`src/rtl/bram_port_arbiter.sv`:
```
// bram_port_arbiter
// Shares one BRAM port between two requesters (port 0: CPU data path,
// port 1: debug memory reader). At most one request is granted per cycle,
// the winner drives the BRAM port, and a tag pipeline routes read data back
// to the issuing port READ_LATENCY cycles after the grant.
//
// Optional feature macro: ARB_ROUND_ROBIN_EN
//   defined   : on contention the port that was not granted last wins.
//   undefined : fixed priority, port 0 always wins contention.
//
// Handshake: mX_req (with we/addr/wdata) is held stable until mX_gnt is seen
// high in the same cycle. The access completes in that gnt cycle. Dropping an
// ungranted req withdraws it with no side effect. mX_rvalid is a one-cycle
// pulse with no backpressure, and mX_rdata is meaningful only while it is high.
module bram_port_arbiter #(
   parameter int READ_LATENCY = 1,
   parameter int ADDR_W       = 32,
   parameter int DATA_W       = 32
) (
   input  logic                CLK,
   input  logic                RSTN,
   input  logic                m0_req,
   input  logic [DATA_W/8-1:0] m0_we,
   input  logic [ADDR_W-1:0]   m0_addr,
   input  logic [DATA_W-1:0]   m0_wdata,
   output logic                m0_gnt,
   output logic                m0_rvalid,
   output logic [DATA_W-1:0]   m0_rdata,
   input  logic                m1_req,
   input  logic [DATA_W/8-1:0] m1_we,
   input  logic [ADDR_W-1:0]   m1_addr,
   input  logic [DATA_W-1:0]   m1_wdata,
   output logic                m1_gnt,
   output logic                m1_rvalid,
   output logic [DATA_W-1:0]   m1_rdata,
   output logic                bram_en,
   output logic [DATA_W/8-1:0] bram_we,
   output logic [ADDR_W-1:0]   bram_addr,
   output logic [DATA_W-1:0]   bram_din,
   input  logic [DATA_W-1:0]   bram_dout
);

   localparam int L = READ_LATENCY;

   // id of the most recently granted port (1 = port 1)
   logic         last_q, last_d;
   // read tag pipeline: stage i holds {valid, id} of the read granted i+1 cycles ago
   logic [L-1:0] tag_v_q, tag_v_d;
   logic [L-1:0] tag_id_q, tag_id_d;

   // Grant selection, combinational on the current requests and gated by reset
   always_comb begin
      m0_gnt = 1'b0;
      m1_gnt = 1'b0;
      if (RSTN) begin
`ifdef ARB_ROUND_ROBIN_EN
         if (m0_req && m1_req) begin
            m0_gnt = last_q;
            m1_gnt = ~last_q;
         end else begin
            m0_gnt = m0_req;
            m1_gnt = m1_req;
         end
`else
         m0_gnt = m0_req;
         m1_gnt = m1_req & ~m0_req;
`endif
      end
   end

   // BRAM port mux: winner drives the port, idle keeps port 0 addr/data with no write
   always_comb begin
      bram_en   = m0_gnt | m1_gnt;
      bram_we   = '0;
      bram_addr = m0_addr;
      bram_din  = m0_wdata;
      if (m1_gnt) begin
         bram_we   = m1_we;
         bram_addr = m1_addr;
         bram_din  = m1_wdata;
      end else if (m0_gnt) begin
         bram_we   = m0_we;
      end
   end

   // Next state: remember the winner and shift a read tag into the pipeline
   always_comb begin
      last_d      = last_q;
      tag_v_d     = '0;
      tag_id_d    = '0;
      if (m0_gnt || m1_gnt) begin
         last_d = m1_gnt;
      end
      tag_v_d[0]  = bram_en & (bram_we == '0);
      tag_id_d[0] = m1_gnt;
      for (int i = 1; i < L; i++) begin
         tag_v_d[i]  = tag_v_q[i-1];
         tag_id_d[i] = tag_id_q[i-1];
      end
   end

   // State registers; reset drops every in-flight read tag
   always_ff @(posedge CLK) begin
      if (!RSTN) begin
         last_q   <= 1'b0;
         tag_v_q  <= '0;
         tag_id_q <= '0;
      end else begin
         last_q   <= last_d;
         tag_v_q  <= tag_v_d;
         tag_id_q <= tag_id_d;
      end
   end

   // Return path: the last tag stage steers rvalid, data is shared by both ports
   always_comb begin
      m0_rvalid = RSTN & tag_v_q[L-1] & ~tag_id_q[L-1];
      m1_rvalid = RSTN & tag_v_q[L-1] &  tag_id_q[L-1];
      m0_rdata  = bram_dout;
      m1_rdata  = bram_dout;
   end

endmodule

```
`config.mk`:
```
export PLATFORM = sky130hd
export DESIGN_NAME = bram_port_arbiter
export DESIGN_NICKNAME = d
export VERILOG_FILES = /design/src/rtl/bram_port_arbiter.sv
export SDC_FILE = /design/constraint.sdc
export NUM_CORES = 1
export LEC_CHECK = 0
export CORE_AREA = 5 5 118 120
export DETAILED_ROUTE_END_ITERATION = 12
export DIE_AREA = 0 0 123 125
export GPL_TIMING_DRIVEN = 0
export HOLD_SLACK_MARGIN = 0.06
export PLACE_DENSITY = 0.67
export SKIP_LAST_GASP = 1
export SLEW_MARGIN = 20
export SYNTH_ARGS = -nofsm -noshare
export SYNTH_HDL_FRONTEND = slang
export SYNTH_SLANG_ARGS = --single-unit
```
`constraint.sdc`:
```
create_clock -name CLK -period 1.1 [get_ports CLK]
set_input_delay 0.11 -clock CLK [delete_from_list [all_inputs] [get_ports CLK]]
set_output_delay 0.11 -clock CLK [all_outputs]
set_load 0.005 [all_outputs]
```
# [Yosys cells after proc, flatten, opt, wreduce, memory -nomap -nowiden]
# Index checks and enable logic that the tools add are counted.
[op_classes] n_reduce_logical=1 bitwise=8 n_mux=6
[ops] operator="$mux W32" count=2
[ops] operator="$mux W4" count=2
[ops] operator="$and A1 B1 Y1" count=5
[ops] operator="$logic_not A4 Y1" count=1
[ops] operator="$mux W1" count=2
[ops] operator="$not A1 Y1" count=2
[ops] operator="$or A1 B1 Y1" count=1
[word_totals] register_bits=2 inputBits=172

# [Longest topological paths before layout]
# Gate-level depths: netlist of the first run.
[depth] depth_word=6 depth_mapped=5 depth_no_buf=3

# [Worst setup path before layout of the first run]
# OpenSTA, ideal clock, no wires.
[synth_timing] kind="input to output" startpoint="input port m0_req" endpoint="output port bram_addr[25]" n_path_buf=3 arrival_ns=0.990 cell_stages=5 setup_slack_ns=0.000 required_time_ns=0.990 cell_sequence="and3b_1 > buf_6 > buf_8 > buf_12 > mux2_4"
[synth_between] elab_chain_len=4
[synth_lines] element="start, declared" line_no="22" text="input logic m0_req,"
[synth_lines] element="$not A1 Y1" line_no="66" text="m1_gnt = m1_req & ~m0_req;"
[synth_lines] element="$and A1 B1 Y1" line_no="66"
[synth_lines] element="$mux W1" line_no="55" text="if (RSTN) begin"
[synth_lines] element="$mux W32" line_no="77" text="if (m1_gnt) begin"
[synth_lines] element="end, declared" line_no="38" text="output logic [ADDR_W-1:0] bram_addr,"
# Every way passes these cells.

# [Worst setup path in the final report of the first run]
[layout_timing] startpoint="input port m1_req" endpoint="output port bram_din[23]"
[layout_between] elab_chain_len=3
[layout_lines] element="start, declared" line_no="29" text="input logic m1_req,"
[layout_lines] element="$and A1 B1 Y1" line_no="66"
[layout_lines] element="$mux W1" line_no="55"
[layout_lines] element="$mux W32" line_no="77"
[layout_lines] element="end, declared" line_no="39" text="output logic [DATA_W-1:0] bram_din,"
# Every way passes these cells.

==> key figures, run 1 <==
Status
  – Status: finished, violations left
  – Failing checks: negative setup slack

Critical path
  – Crit path required time: 990 ps
  – Crit path kind: primary input to output pin
  – Crit-path max FO: 5
  – Worst path arrival time: 1410 ps
  – Setup crit start kind: primary input
  – Crit path from: m1_req
  – Critical Path Sink: bram_din[23]
  – Crit. End Element: output pin

Min path
  – Hold crit path type: primary input to flip-flop

Yosys
  – Synth cell types: 21
  – Most frequent cell after synthesis: buf_4
  – Yosys Warn Count: 0
  – Syn avg cell area: 9.99 um2
  – Yosys reg bits: 2
  – Top cells by count, synth: buf_4 (64), mux2_2 (34), mux2_4 (30)
  – Share of flip-flops with an asynchronous set or reset: 0
  – Mapped Cells: 158
  – Post-synth top area share: 0.304
  – Mapped Area: 1580 um2
  – Syn_nets: 330
  – Area leader, netlist: buf_4
  – Area contributors post-synth: buf_4 (30%), mux2_4 (29%), mux2_2 (24%)
  – Post-synth EDFFs: 0
  – Sequential-to-total area share from yosys stat: 0.0254
  – Ys flop type: dfxtp_1

STA
  – Maximum clock rate: 0.660 GHz
  – Post-route minimum period: 1520 ps
  – Worst Setup Slack, final: -415 ps
  – Final setup vio count: 65
  – Pins Over Slew Limit: 0
  – Worst slew pin tran: 210 ps
  – Worst rel slew slack: 0.859
  – Fin crit share: 1.38
  – Setup TNS: -19910 ps
  – RSZ-0062 raised after global routing: true
  – Final Hold Fails: 0

Die
  – IO Pins: 309
  – Starting density of the core: 0.123
  – Core area: 12900 um2
  – Die area: 15400 um2
  – Die W: 123 um
  – Die Height: 125 um
  – # rows: 42

Finish
  – Storage cell area: 40.0 um2
  – Final Non-Filler Cells: 655
  – N_diodes: 0
  – NumNets Final: 653
  – Fin util: 0.410
  – Footprint of the multi-input gates: 1040 um2
  – Filler Cell Count: 1250
  – Share of post-route cells with drive strength above 1: 0.532
  – Layout area overhead: 234%

CTS
  – Hold_buf cts: 0
  – Clock Root Buffer: clkbuf_16
  – CTS buffer count: 3
  – CTS tree: yes
  – CTS Sinks: 2
  – Clock slew at reported path FFs: 30 ps
  – H-tree levels: 1
  – CTS max path bufs: 2

Pwr
  – Worst IR drop on VDD: 0.000326 V
  – Cell Pwr Density: 484 nW/um2
  – Pleak: 2.44 nW

Place
  – Final RePlAce weighted congestion: 0.783
  – HPWL Detailed: 9480 um
  – Placed Cells: 610
  – # port buffers: 276

Routing
  – Post-DRT Antenna Nets: 0
  – Vias: 2363
  – Drt pass-1 iters: 3
  – Iteration-0 DRC Markers: 19
  – Drt total wl: 11200 um
  – DRC violations left: 0
  – Routed WL per cell: 17.1 um
  – Via density: 3.61

Global route
  – First-pass GRT wire length: 15200 um
  – Total grt overflow: 0
  – Number of global-route vias before repair: 2664
  – Gr usage total: 0.129
  – Largest net degree at the start of global routing: 11
  – Initial antenna violation count: 0

Flow run
  – Maxcap violations: 0
==> placed cells by master (no fill, tap or decap), types with 2 or more instances in the layout <==
master and instances:
clkbuf_16 5, buf_8 5, dlymetal6s2s_1 3, nor2_1 3, a32o_2 2, nand2_1 3, mux2_2 12, mux2_4 52
dlygate4sd2_1 6, buf_6 66, clkbuf_2 12, dfxtp_1 2, buf_2 4, buf_12 12, clkdlybuf4s50_1 198, buf_4 82
==> routing by layer <==
layer,share of wire,global-route usage,routed length (um)
met1,0.37,0.142,4120
met4,0.0068,0.0221,76
met5,0,0,0
met2,0.54,0.246,6030
met3,0.086,0.0366,957
==> cell families (layout without fill, tap and decap cells) <==
kind of cell    after synthesis  after routing  share of synthesized area
buf+inv                      73            394                      0.371
simple gates                 13             13                     0.0452
compound gates                6              6                     0.0309
mux                          64             64                      0.528
flops                         2              2                     0.0254
==> stage by stage <==
| step | instance area (um2) | setup slack, ps | hold slack [ps] | power, mW |
|---|---|---|---|---|
| floorplan | 1580 | -0.0548 | 266 | 0.614 |
| global placement | 4560 | -1160 | 760 | 1.78 |
| detailed placement | 4560 | -1170 | 756 | 1.80 |
| CTS | 5100 | -460 | 243 | 2.50 |
| global route | 5280 | -454 | 268 | 2.69 |
| finish | 5280 | -415 | 246 | 2.56 |
==> final cells by class <==
cell class / count / area share
tap: 176 / 0.0417
multi-input combinational: 83 / 0.197
buffer: 71 / 0.117
clock buffer: 3 / 0.0142
timing repair buffer: 320 / 0.623
sequential: 2 / 0.00758
==> worst max-delay path, stage by stage <==
cell and delay (ps):
buf_8 90, and3b_2 250, buf_12 160, buf_12 130
buf_12 120, buf_12 120, mux2_4 300, buf_6 120
==> state kept, by name (all words and copies together) (netlist names) <==
register / count
tag_id_q: 1
tag_v_q: 1
==> power breakdown <==
group / switching (mW) / internal, mW
registers: 0.00115 / 0.0760
logic: 0.484 / 1.44
clock network: 0.0911 / 0.463
total: 0.576 / 1.98
==> how the worst min path moves through the flow <==
stage                       start             endpoint  cells after the start
floorplan                  m1_req  tag_id_q$_SDFF_PN0_                      1
detailed placement  bram_dout[12]         m0_rdata[12]                      2
finish                     m1_req  tag_id_q$_SDFF_PN0_                      3
CTS                        m1_req  tag_id_q$_SDFF_PN0_                      3
global placement    bram_dout[25]         m0_rdata[25]                      2
global route               m1_req  tag_id_q$_SDFF_PN0_                      3
==> what timing repair did <==
| action | 4_1_cts | 5_1_grt |
|---|---|---|
| cloned | 4 | 2 |
| endpoints found under the setup margin | 74 | 69 |
| resized for setup | 314 | 79 |
| setup buffers | 29 | 13 |
| pin swaps | 4 | 1 |
| endpoints found under the hold margin | 0 | 0 |
No activity file was read; power rests on OpenSTA's default activity.
==> inputs of run 2 (changes only) <==
- HOLD_SLACK_MARGIN: 0.06 -> 0.08
==> results of run 2 <==
No change in the layout: final DEF, timing and power equal those of run 1.
==> inputs of run 3 (changes only) <==
- CTS_BUF_LIST: default -> sky130_fd_sc_hd__clkbuf_8 sky130_fd_sc_hd__clkbuf_16
- RECOVER_POWER: default -> 25
==> key figures, run 3 (synthesis gave the netlist of run 1 again) <==
Critical path
  – Crit path kind: primary input to output pin
  – Worst path buffer plus inverter count: 6
  – Crit-path slowest cell: mux2_4
  – Worst path arrival time: 1410 ps
  – Crit. End Element: output pin
  – Setup crit start kind: primary input
  – Critical path's most frequent cell: buf_12
  – Crit path required time: 990 ps
  – Crit path largest cell delay: 300 ps
  – Top cell family by delay on the critical path: buffers and inverters
  – Crit-path max FO: 5
  – Cells along the critical path: buf_8, and3b_2, buf_12, buf_12, buf_12, buf_12, mux2_4, buf_6

Die
  – Starting density of the core: 0.123
  – Die Height: 125 um
  – Core area: 12900 um2
  – IO Pins: 309
  – # rows: 42
  – Die area: 15400 um2
  – Die W: 123 um

Pwr
  – Proportion of power drawn by combinational gates: 0.752
  – Switching pwr: 0.574 mW
  – Clock share of power: 0.218
  – Switch share: 0.226
  – Worst IR drop on VDD: 0.000325 V
  – Total power: 2.54 mW
  – Part of the power in registers: 0.030
  – Cell Pwr Density: 482 nW/um2
  – Power Internal: 1.97 mW
  – Pleak: 2.44 nW

Min path
  – Hold crit path type: primary input to flip-flop

Finish
  – Regs by FF count: tag_id_q: 1 flops, tag_v_q: 1 flops
  – N_diodes: 0
  – Share of post-route cells with drive strength above 1: 0.530
  – Layout area overhead: 234%
  – Most frequent cells in the layout: clkdlybuf4s50_1 (181), buf_4 (81), buf_6 (66), mux2_4 (52), dlygate4sd3_1 (17)
  – Final Non-Filler Cells: 655
  – Most common cell after layout, fill and taps aside: clkdlybuf4s50_1
  – NumNets Final: 653

Status
  – Status: finished, violations left
  – Failing checks: negative setup slack

STA
  – Worst slew pin tran: 240 ps
  – Fin crit share: 1.38
  – Maximum clock rate: 0.660 GHz
  – RSZ-0062 raised after global routing: true
  – Worst Setup Slack, final: -415 ps
  – Final Hold Fails: 0
  – Setup TNS: -19910 ps
  – Worst rel slew slack: 0.840
  – Min Hold Slack: 248 ps
  – Final setup vio count: 65
  – Post-route minimum period: 1520 ps
  – Pins Over Slew Limit: 0

Place
  – # port buffers: 276
  – Dpl ws: -1170 ps
  – HPWL Detailed: 9480 um
  – Placed Cells: 610
  – Final RePlAce weighted congestion: 0.783

Global route
  – Total grt overflow: 0
  – Gr usage total: 0.129
  – Initial antenna violation count: 0
  – Number of global-route vias before repair: 2664
  – Largest net degree at the start of global routing: 11
  – First-pass GRT wire length: 15200 um

Routing
  – Drt pass-1 iters: 3
  – Routed WL per cell: 17.1 um
  – Vias: 2359
  – DRC violations left: 0
  – Post-DRT Antenna Nets: 0
  – Iteration-0 DRC Markers: 20
  – Via density: 3.60
  – Drt total wl: 11200 um

CTS
  – Clock slew at reported path FFs: 30 ps
  – Clock Root Buffer: clkbuf_16
  – Hold_buf cts: 0
  – H-tree levels: 1
  – CTS tree: yes
  – CTS buffer count: 3
  – CTS Sinks: 2
  – CTS max path bufs: 2

Flow run
  – Maxcap violations: 0
## run 3: cell count changes in the layout (fill, tap and decap cells not counted), sizes merged
cell / before / now
buf: 170 / 169
clkbuf: 17 / 18
clkdlybuf4s50: 198 / 181
dlygate4sd3: 0 / 17
## run 3: final timing paths
path / depth (start not counted) / from / endpoint / slack, ps
min: 3 / m1_req / tag_id_q$_SDFF_PN0_ / 250
max: 8 / m1_req / bram_din[23] / -420
## run 3: power by group through the flow
stage | Sequential, mW | Clock (mW) | Combinational [mW]
after floorplan | 0.0778 | 0 | 0.536
after global placement | 0.0780 | 0 | 1.71
after detailed placement | 0.0780 | 0 | 1.72
after CTS | 0.0771 | 0.560 | 1.86
after global routing | 0.0774 | 0.577 | 2.02
final | 0.0771 | 0.554 | 1.91
## run 3: metrics by stage
stage	instance area, um2	util
final	5280	0.410
after global routing	5280	0.410
after CTS	5100	0.396
after detailed placement	4560	0.354
after global placement	4560	0.354
after floorplan	1580	-
## run 3: area by class of cell
class / instances / area [um2]
Sequential cell: 2 / 40.0
Multi-Input combinational cell: 83 / 1040
Buffer: 71 / 616
Tap cell: 176 / 220
Fill cell: 1252 / 7600
Clock buffer: 3 / 75.1
Timing Repair Buffer: 320 / 3280
## run 3: what timing repair did
action                                  4_1_cts  5_1_grt
endpoints found under the setup margin       74       69
gates cloned                                  4        2
gates resized for setup                     314       79
setup buffers                                29       13
pin swaps                                     4        1
## run 3: per-layer routing
| metal | track usage | up-vias | wire length (um) |
|---|---|---|---|
| li1 | - | 1129 | - |
| met1 | 0.142 | 1099 | 4110 |
| met2 | 0.246 | 126 | 6030 |
| met3 | 0.0366 | 5 | 957 |
| met4 | 0.0221 | 0 | 76 |
| met5 | 0 | - | 0 |
## run 3: tightest hold or removal path, cell delays in order
cell     delay, ps
buf_8           70
buf_4          120
and3b_1        140
